## src/rtl/mem_wb_stage.sv

```systemverilog
// MEM->WB stage register with valid/ready handshake; one-cycle latency to the outputs.
// SKID_EN=1 gives a two-slot skid with in_ready from a flop; SKID_EN=0 gives a single slot with combinational in_ready.
module mem_wb_stage #(
   parameter int DATA_W     = 32,
   parameter int REG_ADDR_W = 5,
   parameter int SKID_EN    = 1
) (
   input  logic                  clk,
   input  logic                  rst,
   input  logic                  flush,
   input  logic                  in_valid,
   output logic                  in_ready,
   input  logic [DATA_W-1:0]     in_read_data,
   input  logic [DATA_W-1:0]     in_alu_result,
   input  logic [REG_ADDR_W-1:0] in_reg_dest,
   input  logic                  in_mem_to_reg,
   input  logic                  in_reg_write,
   output logic                  out_valid,
   input  logic                  out_ready,
   output logic [DATA_W-1:0]     out_read_data,
   output logic [DATA_W-1:0]     out_alu_result,
   output logic [REG_ADDR_W-1:0] out_reg_dest,
   output logic                  out_mem_to_reg,
   output logic [DATA_W-1:0]     out_wb_data,
   output logic                  out_wb_we,
   output logic [1:0]            occupancy
);

   typedef struct packed {
      logic [DATA_W-1:0]     rd;
      logic [DATA_W-1:0]     alu;
      logic [REG_ADDR_W-1:0] dest;
      logic                  m2r;
      logic                  we;
      logic [DATA_W-1:0]     wbd;
   } slot_t;

   slot_t      r_m;
   slot_t      r_s;
   slot_t      w_in;
   logic       r_m_vld;
   logic       r_s_vld;
   logic [1:0] r_occ;
   logic       w_accept;
   logic       w_drain;
   logic       w_m_vld_nxt;
   logic       w_s_vld_nxt;
   logic       w_m_ld_in;
   logic       w_m_ld_s;
   logic       w_s_ld;

   // Writeback mux and r0-qualified write enable are resolved before capture.
   always_comb begin
      w_in      = '0;
      w_in.rd   = in_read_data;
      w_in.alu  = in_alu_result;
      w_in.dest = in_reg_dest;
      w_in.m2r  = in_mem_to_reg;
      w_in.we   = in_reg_write & (in_reg_dest != '0);
      w_in.wbd  = in_mem_to_reg ? in_read_data : in_alu_result;
   end

   generate
      if (SKID_EN != 0) begin : g_skid
         assign in_ready = !r_s_vld;
      end else begin : g_single
         assign in_ready = !r_m_vld | out_ready;
      end
   endgenerate

   assign w_accept = in_valid & in_ready;
   assign w_drain  = r_m_vld & out_ready;

   // In single-slot mode an accept only happens when M is empty or draining,
   // so the skid branch below is never taken and S stays empty.
   always_comb begin
      w_m_vld_nxt = r_m_vld;
      w_s_vld_nxt = r_s_vld;
      w_m_ld_in   = 1'b0;
      w_m_ld_s    = 1'b0;
      w_s_ld      = 1'b0;
      if (flush) begin
         w_m_vld_nxt = 1'b0;
         w_s_vld_nxt = 1'b0;
      end else if (!r_m_vld || w_drain) begin
         if (r_s_vld) begin
            w_m_ld_s    = 1'b1;
            w_m_vld_nxt = 1'b1;
            w_s_ld      = w_accept;
            w_s_vld_nxt = w_accept;
         end else begin
            w_m_ld_in   = w_accept;
            w_m_vld_nxt = w_accept;
         end
      end else if (w_accept) begin
         w_s_ld      = 1'b1;
         w_s_vld_nxt = 1'b1;
      end
   end

   always_ff @(posedge clk or negedge rst) begin
      if (!rst) begin
         r_m     <= '0;
         r_s     <= '0;
         r_m_vld <= 1'b0;
         r_s_vld <= 1'b0;
         r_occ   <= 2'd0;
      end else begin
         r_m_vld <= w_m_vld_nxt;
         r_s_vld <= w_s_vld_nxt;
         r_occ   <= {1'b0, w_m_vld_nxt} + {1'b0, w_s_vld_nxt};
         if (w_m_ld_s) begin
            r_m <= r_s;
         end else if (w_m_ld_in) begin
            r_m <= w_in;
         end
         if (w_s_ld) begin
            r_s <= w_in;
         end
      end
   end

   assign out_valid      = r_m_vld;
   assign out_read_data  = r_m.rd;
   assign out_alu_result = r_m.alu;
   assign out_reg_dest   = r_m.dest;
   assign out_mem_to_reg = r_m.m2r;
   assign out_wb_data    = r_m.wbd;
   assign out_wb_we      = r_m_vld & r_m.we;
   assign occupancy      = r_occ;

endmodule

```

## config.mk

```make
export PLATFORM = sky130hd
export DESIGN_NAME = mem_wb_stage
export DESIGN_NICKNAME = d
export VERILOG_FILES = /design/src/rtl/mem_wb_stage.sv
export SDC_FILE = /design/constraint.sdc
export NUM_CORES = 1
export LEC_CHECK = 0
export ABC_CLOCK_PERIOD_IN_PS = 3100
export CORE_MARGIN = 2
export CORE_UTILIZATION = 30
export CTS_BUF_LIST = sky130_fd_sc_hd__clkbuf_16
export DETAILED_ROUTE_END_ITERATION = 10
export PLACE_DENSITY = 0.52
export SLEW_MARGIN = 40
export SYNTH_ARGS = -nofsm -noshare
export SYNTH_HDL_FRONTEND = slang
export SYNTH_SLANG_ARGS = --single-unit
```

## constraint.sdc

```tcl
create_clock -name clk -period 3.1 [get_ports clk]
set_clock_uncertainty 0.1 [all_clocks]
set_input_delay 0.62 -clock clk [delete_from_list [all_inputs] [get_ports clk]]
set_output_delay 0.62 -clock clk [all_outputs]
set_load 0.005 [all_outputs]
```

**Word level (Yosys, flattened, before mapping)**

Index checks and enable logic that the tools add are counted.

- Flip-flop bits (word level): 210
- Latch bits: 0
- Memory bits (writable): 0
- Bits in read-only memories: 0
- Input port bits: 76
- Output and inout bits: 107
- Logic and storage cells: 44
- Memories: 0

- $add $sub $neg: 1
- Multiply operators: 0
- Div/mod/pow operators: 0
- Magnitude comparators: 0
- Eq/ne operators: 0
- Shift-type cells: 0
- Mux-type cells: 19
- Bitwise logic cells: 4
- Reductions and logical operators: 5

Operator list:

| kind | count |
|---|---|
| 103-bit 2-to-1 mux | 2 |
| 32-bit 2-to-1 mux | 1 |
| 1-bit 2-to-1 mux | 16 |
| 5-bit nonzero test | 1 |
| 1-bit bitwise AND | 4 |
| 1-bit by 1-bit adder with 2-bit output | 1 |
| 1-bit zero test | 2 |
| 2-bit nonzero test | 1 |
| 1-bit logical OR | 1 |

**Logic depth before layout (Yosys ltp)**

Gate-level depths: netlist of run 1.

- Depth in word-level cells: 7
- Depth in mapped cells: 8

**Least setup slack after synthesis of run 1**

No wires, ideal clock.

- Path type: input to register
- Start point: input in_mem_to_reg
- End point: register r_s[31] in the netlist's numbering
- Library setup time: 125 ps
- Arrival: 1711 ps
- Required time: 2875 ps
- Path slack: 1164 ps
- Stages on the path: 4
- Cell sequence: buf_2 -> clkbuf_1 -> mux2_2 -> mux2_2

- Word-level cells in the longest chain between the ends: 1

RTL lines:

| element | RTL line | text |
|---|---|---|
| from (decl) | 16 | `input logic in_mem_to_reg,` |
| 32-bit 2-to-1 mux | 60 | `w_in.wbd = in_mem_to_reg ? in_read_data : in_alu_result;` |
| to (signal assigned) | 118 | `r_s <= w_in;` |
| to (decl) | 39 | `slot_t r_s;` |

No other way between the ends.
A chain may end at the register's enable or synchronous reset.

**Final worst setup path of run 1**

- Start point: register r_m_vld (netlist: out_valid)
- End point: output out_wb_we

- Word-level cells in the longest chain between the ends: 1

RTL lines:

| element | RTL line | text |
|---|---|---|
| from (decl) | 41 | `logic r_m_vld;` |
| from (signal assigned) | 109 | `r_m_vld <= w_m_vld_nxt;` |
| 1-bit bitwise AND | 129 | `assign out_wb_we = r_m_vld & r_m.we;` |
| to (decl) | 25 | `output logic out_wb_we,` |

No other way between the ends.

==> results.md, run 1 <==
Placed design:
- The count of port buffers added during placement is 182.
- After legalization and detailed placement, the total HPWL measured 14.3 mm.
- The congestion estimate from routability-driven global placement came to 0.713.

STA:
- The final count of pins violating max slew came to 0.
- The clock period minus final worst setup slack is approximately 2.4 ns.
- The final-report hold violation count is 0.
- The final setup violation count is 0.
- The maximum clock frequency is 0.422 GHz.
- Of the available clock period, the critical path in the final layout requires approximately 76%.
- At the pin with the least slew margin, the transition time is 0.628 ns.
- Setup total negative slack on the finished layout was measured at 0 ns.
- The worst slew margin relative to its limit is between 50% and 60%.
- Setup repair after global routing left no endpoint under its margin.

Synthesis:
- After Yosys synthesis, full adders, half adders and majority gates account for 0.130% of the synthesized area.
- In this run the mean area of a mapped cell was 11.6 um^2.
- The simple-gate area share of the yosys netlist is 4.90%.
- The share of the synthesized area in compound gates (AO/OA/AOI/OAI) is 10.2%.
- The main combinational cell family by area after synthesis is multiplexers.
- The top flip-flop cell by instance count after synthesis is sky130_fd_sc_hd__dfrtp_1.
- The most common cell in the synthesized netlist is sky130_fd_sc_hd__dfrtp_1.
- Of all flip-flops after synthesis, the portion carrying an async set or reset was between 90% and 100%.
- Summing the areas of all xor and xnor instances in the mapped netlist gives 0% of the synthesized area.
- After synthesis, the largest area contributor takes up around 55% of total cell area.
- The area of the mapped netlist is 9600 um^2.
- Sorting the synthesized cells by how often they occur yields sky130_fd_sc_hd__dfrtp_1 (210), sky130_fd_sc_hd__mux2_2 (134), sky130_fd_sc_hd__nand2_1 (104), sky130_fd_sc_hd__buf_4 (101), sky130_fd_sc_hd__o22ai_1 (71).
- The post-synthesis register bit count is 210.
- The total of warnings raised by yosys is 0.
- The dominant cell type by area after synthesis is sky130_fd_sc_hd__dfrtp_1.
- By area the synthesized netlist is led by sky130_fd_sc_hd__dfrtp_1 (55%), sky130_fd_sc_hd__mux2_2 (16%), sky130_fd_sc_hd__buf_4 (7.9%).
- The number of enable flip-flop cells after synthesis is 0.
- After synthesis, flip-flops and latches occupy 54.8% of the total area.
- The number of distinct standard cells referenced by the synthesized netlist is 26.
- The number of cells produced by synthesis is 829.
- Measured against the total synthesized area, the mux share comes to 19.0%.
- The post-synth net total is 906.

Setup path:
- The critical path capture point type is a primary output.
- The critical path startpoint is out_valid.
- The register-to-register setup slack is 1.19 ns.
- The reg-to-reg startpoint is out_valid.
- The category of cells accounting for the largest share of critical-path delay is buffers and inverters.
- Walking the worst path, the cells encountered are and2_1 -> clkdlybuf4s50_1.
- The slowest stage of the critical path belongs to the cell sky130_fd_sc_hd__clkdlybuf4s50_1.
- In this run the number of cells on the critical path is 2.
- The critical path is of the flop to primary output type.
- The startpoint class of the critical path is a flop.
- The total buffers and inverters traversed by the critical path is 1.
- Of all nets on the critical path, the largest fanout is 4.
- At the worst endpoint, the arrival time is ~1.7 ns.
- The end of the worst register-to-register path is out_wb_data[15].
- The destination of the critical timing path is out_wb_we.
- The number of cells on the worst reg-to-reg path is 4.
- At the worst endpoint, the required time is 2.38 ns.
- For this run, the slowest stage of the critical path takes 0.50 ns.

GRT:
- The number of global-route vias before repair is 6475.
- The global router's overall resource usage is around 13%.
- The initial antenna violation count is 0.
- The largest net degree at the start of global routing is 155.
- The final global-route overflow total is 0.
- The wire length of the first global-routing pass is approximately 36 mm.

Worst hold path:
- The worst hold path belongs to the class flop to flop.

Route:
- The topmost layer with routed signal wires is met4.
- The wire length per cell is 17.0 um.
- The remaining antenna violation count after routing is 0.
- The post-detailed-route DRC marker count is 0.
- The via total after detailed routing is around 6100.
- In the detailed route, the total length drawn on met3 is 1.16 mm.
- The first detailed-routing pass took 4 iterations.
- After the first detailed-routing iteration, the DRC count stood at 201.
- After detailed routing, the wire length on met1 is 10.6 mm.
- The detail-routed via count per cell is 4.64.
- The routed design uses 10.2 mm of met2 wire.
- The final wirelength is about 22 mm.

Die:
- The height of the chip is 183 um.
- The initial utilization of the core area, before any placement, comes to ~30%.
- The die is 183 um wide.
- The die covers 33400 um^2.
- The number of top-level pins is 183.
- The number of rows in the core area is 65.
- The core region area is 31600 um^2.

Clock network:
- The CTS root buffer is sky130_fd_sc_hd__clkbuf_16.
- Buffers added to address setup during post-CTS repair amount to 0.
- The CTS tree is built.
- The number of cells upsized or downsized after cts is 0.
- In this run the number of H-tree levels came out at 1.
- Counting the buffers created by CTS gives 26.
- The buffer depth of the longest clock path is 3.
- The clock insertion delay at the later pin of the skew report is 0.52 ns.
- The clock sink count is 210.
- Clock-pin slew was measured on the worst setup and hold paths at 0.05 ns.

Finish:
- The top register by number of flip-flops is r_s.
- The final-stage net count is approximately 1000.
- The area growth from synthesis to layout is 24.6%.
- In the final layout, the share of cells above drive strength 1 is a little over a fifth.
- The number of flip-flops under the largest register name is 103.
- The number of antenna diodes in the final layout is 0.
- The register area is about 5300 um^2.
- After filler insertion, the fill cell instance count of the layout stands at around 3100.
- Summing all multi-input logic gate instances after layout gives approximately 3300 um^2.

Run:
- The number of max-capacitance violations reported is 0.

Pwr:
- Summing internal, switching and leakage power gives 7960 uW.
- Power spread over the standard cell area amounts to 666 nW/um^2.
- The highest ir drop seen on vdd is 0.337 mV.
- The static power due to leakage is 0.00502 uW.

Status:
- The flow ran to the end, and the final reports show no timing, DRC or antenna violations.
## final cells by class
type	instances	share of cell area, %
Sequential cell	210	44.0
Multi-Input combinational cell	460	27.7
Timing Repair Buffer	199	17.1
Clock buffer	27	5.65
Tap cell	402	4.21
Clock inverter	19	1.38
Inverter	1	0.0314
## per-stage QoR
stage | cell area [um^2] | worst slack [ns] | hold slack [ns] | utilization (%) | cells
2_1_floorplan | 9600 | 1.16 | 0.224 | - | 829
3_3_place_gp | 11100 | 0.501 | 0.363 | 35.2 | 1271
3_5_place_dp | 11100 | 0.431 | 0.370 | 35.2 | 1271
4_1_cts | 12000 | 0.666 | 0.383 | 37.9 | 1318
5_1_grt | 12000 | 0.650 | 0.406 | 37.9 | 1318
6_report | 12000 | 0.733 | 0.376 | 37.9 | 1318
## kinds of logic (layout without fill, tap and decap cells)
| group | count (synthesis) | after routing |
|---|---|---|
| buf+inv | 159 | 246 |
| fa+ha+maj | 1 | 1 |
| compound gates | 177 | 177 |
| simple gates | 117 | 117 |
| mux | 165 | 165 |
| flops | 210 | 210 |
## worst min-delay path by stage
stage | endpoint | slack [ns] | start | depth (start not counted)
CTS | out_read_data[11] | 0.38 | out_read_data[11] | 2
global route | out_alu_result[18] | 0.41 | out_alu_result[18] | 2
detailed placement | out_read_data[11] | 0.37 | out_read_data[11] | 2
global placement | r_m[32] | 0.36 | r_m[32] | 2
finish | out_read_data[11] | 0.38 | out_read_data[11] | 2
floorplan | occupancy[0] | 0.22 | rst | 0
## routing by layer
layer	GRT usage [%]	vias to the layer above
li1	-	2958
met3	3.14	31
met5	0	-
met4	2.88	0
met2	22.0	136
met1	18.1	2985
## power breakdown
group	switching (uW)	leakage, uW	internal, uW
Sequential	297	0.00259	3320
Clock	1160	0.000425	1810
Combinational	507	0.00201	865
## layout by cell type, fill, tap and decap left out, drive strengths merged
cell             n
dlygate4sd3      1
a21oi            1
nor2b            2
or4              1
clkinvlp         1
and2             1
nor3             1
clkinv          11
bufinv           3
inv              5
nand2          104
clkdlybuf4s50  180
o22ai           71
dfrtp          210
or3              1
mux2i           31
clkbuf          27
buf             18
nand2b           2
ha               1
o21ai          104
nor2             4
mux2           134
nand3            1
o31ai            1
## worst register-to-register path: stages, from the launching register on
cell and delay [ns]:
sky130_fd_sc_hd__dfrtp_1 0.44, sky130_fd_sc_hd__nor2b_4 0.28, sky130_fd_sc_hd__or3_4 0.19, sky130_fd_sc_hd__buf_12 0.43, sky130_fd_sc_hd__o21ai_0 0.33
## what timing repair did
item                                    in CTS  in global routing
hold buffers                                 1                  0
endpoints found under the setup margin       0                  0
hold endpoints to repair                    39                  0
Note: power is estimated with default switching activity, not from simulation.
==> inputs of run 2 (changes only) <==
--- a/config.mk
+++ b/config.mk
@@ -5,7 +5,7 @@
 export SDC_FILE = /design/constraint.sdc
 export NUM_CORES = 1
 export LEC_CHECK = 0
-export ABC_CLOCK_PERIOD_IN_PS = 3100
+export ABC_CLOCK_PERIOD_IN_PS = 2200
 export CORE_MARGIN = 2
 export CORE_UTILIZATION = 30
 export CTS_BUF_LIST = sky130_fd_sc_hd__clkbuf_16
==> constraint.sdc (replaced) <==
create_clock -name clk -period 2.2 [get_ports clk]
set_clock_uncertainty 0.1 [all_clocks]
set_input_delay 0.44 -clock clk [delete_from_list [all_inputs] [get_ports clk]]
set_output_delay 0.44 -clock clk [all_outputs]
set_load 0.005 [all_outputs]
==> run 2 against run 1 <==
Compared with the run above: count of clock-buffer cells in the layout is 2 lower; worst setup slack lost 0.65 ns; utilization increased by 0.087 points; critical path depth stayed put; cell count increased by 0.23%; global-route usage hardly changed; first-iteration DRC count is 24% higher; routed wire length decreased by 0.78%; register-to-register slack lost 0.67 ns; clock power grew 28%; sequential power is 41% higher; critical endpoint is now in_ready; largest power group unchanged.
==> results.md, run 2 (synthesis results as in run 1) <==
Status:
- The run finished with clean final reports.

Setup path:
- The slowest cell on the critical path is sky130_fd_sc_hd__clkdlybuf4s50_1.
- The worst setup path is launched from a flop.
- The critical path goes through inv_1 -> clkdlybuf4s50_1.
- The setup path with the least slack is of type flop to primary output.
- The total buffers and inverters traversed by the critical path is 2.
- The worst endpoint required time is 1.66 ns.
- In this design, the largest share of critical-path delay is due to buffers and inverters.
- The data arrival at the endpoint of the critical path is 1.58 ns.
- The largest stage delay on the critical path is roughly 0.52 ns.
- The worst-path maximum fanout is 4.
- The critical path capture point type is a primary output.

Clock network:
- The clock insertion delay at the later pin of the skew report is 0.50 ns.
- After clock tree synthesis, the clock-pin slew on the worst setup and hold paths is 0.06 ns.
- Counting the buffers created by CTS gives 25.
- The maximum level of the CTS H-tree is 1.
- The CTS root buffer is sky130_fd_sc_hd__clkbuf_16.
- TritonCTS built the clock tree.
- The tree built by TritonCTS fans out to 210 sinks.
- The buffer depth of the longest clock path is 3.

Die:
- Pin placement for this block handled 183 I/O pins.
- The die area is ~33000 um^2.
- The initial core utilization is a little under a third.
- The height of the chip is between 150 and 200 um.
- The floorplan step set the die width to 183 um.
- The core region area is 31600 um^2.
- The number of rows in the core area is 65.

Placed design:
- The congestion estimate from routability-driven global placement came to 0.687.
- Port buffering added 182 buffers.
- The total half-perimeter wirelength after legalization and detailed placement is between 10 and 15 mm.

Route:
- The post-detailed-route DRC marker count is 0.
- Summing over every cut layer, the via total after detailed routing is a little over 6000.
- The first TritonRoute pass finished after 4 iterations.
- In this run the remaining antenna-violating nets after routing total 0.
- The wire length per cell is 16.8 um.
- The count of routing violations after the opening detailed-route iteration is 249.
- The detail-routed via count per cell is 4.62.
- The final wirelength is 22.2 mm.

GRT:
- The initial antenna violation count is 3.
- The final global-route overflow total is 0.
- The number of global-route vias before repair came to 6305.
- Entering global routing, the biggest net connects 93 pins.
- The wire length of the first global-routing pass is 35.7 mm.
- The global router's overall resource usage is 13.4%.

Pwr:
- Dividing total power by cell area gives a power density of 905 nW/um^2.
- For this design the static power due to leakage is 0.00504 uW.
- VDD sags by at most 0.414 mV.

Finish:
- The library cells used most frequently in the layout, excluding fill and tap cells, are sky130_fd_sc_hd__dfrtp_1 (209), sky130_fd_sc_hd__clkdlybuf4s50_1 (180), sky130_fd_sc_hd__mux2_2 (134).
- Leaving out fill and tap cells, the most frequent cell in the layout is sky130_fd_sc_hd__dfrtp_1.
- The top register by number of flip-flops is r_s.
- The area growth from synthesis to layout is 24.9%.
- Measured on the finished design, the core utilization comes to between 30% and 40%.
- The final-stage net count is slightly below 1000.
- The register with the most flip-flops in the layout has 103 of them.
- Counting the fill cells in the layout gives 3100.
- The fraction of final layout cells sized beyond drive strength 1 is roughly a fifth.

STA:
- The smallest clock period supported by the final layout is computed as approximately 2.1 ns.
- For this run, the top clock speed supported by timing is 0.472 GHz.
- The final count of pins violating max slew is 0.
- The worst-margin pin slew is 0.530 ns.
- Adding up every negative setup slack in the final design gives 0 ns.
- Measured against its own limit, the worst slew margin works out to 64.6%.
- In the finished design, the share of the clock period the worst path needs comes to 96.2%.
- Setup repair after global routing left no endpoint under its margin.
- The final-report hold violation count is 0.
- Setup violations remaining at the end of the flow were counted as 0.

Run:
- The number of max-capacitance violations reported is 0.

Worst hold path:
- The class of the most critical hold timing path is input pin to async pin.
[run 2: metal layers]
metal	vias up	part of all wire, %	GRT usage (%)
li1	2961	-	-
met1	2989	48	18.4
met2	136	45	21.7
met3	21	5.9	3.14
met4	0	1.3	2.75
met5	-	0	0
[run 2: worst paths after layout]
| path | start | endpoint | slack (ns) | cells past startpoint |
|---|---|---|---|---|
| min in group clk | out_wb_data[16] | out_wb_data[16] | 0.37 | 2 |
| max reg2reg | out_valid | out_wb_data[15] | 0.52 | 5 |
| max | r_s_vld | in_ready | 0.08 | 2 |
| max in group asynchronous | rst | out_read_data[24] | 1.00 | 3 |
| min reg2reg | out_wb_data[16] | out_wb_data[16] | 0.37 | 2 |
| min | rst | out_alu_result[7] | 0.37 | 2 |
[run 2: metrics by stage]
stage	total power, uW	hold slack [ns]	setup WS (ns)	cells	area (um^2)
2_1_floorplan	6370	0.0444	0.444	829	9600
3_3_place_gp	7100	0.344	0.0436	1276	11200
3_5_place_dp	7150	0.342	0.0155	1276	11200
4_1_cts	11000	0.379	0.0241	1319	12000
5_1_grt	11500	0.399	0.0158	1319	12000
6_report	10800	0.369	0.0834	1321	12000
[run 2: power breakdown]
part	switching, uW	internal, uW
logic	723	1240
clock network	1530	2260
registers	413	4670
[run 2: final cells by class]
| class | count | area (um^2) | area share, % |
|---|---|---|---|
| antenna | 2 | 5.00 | 0.0418 |
| clock buffer | 25 | 626 | 5.22 |
| clock inverter | 16 | 116 | 0.971 |
| inverter | 1 | 3.75 | 0.0313 |
| multi-input combinational | 460 | 3310 | 27.7 |
| sequential | 210 | 5260 | 43.9 |
| tap | 402 | 503 | 4.20 |
| timing repair buffer | 205 | 2160 | 18.0 |
[run 2: what timing repair did]
action | in CTS | in global routing
setup endpoints to repair | 1 | 1
endpoints found under the hold margin | 56 | 0
buffers inserted | 1 | 0
hold buffers | 1 | 0
gates resized for setup | 0 | 1
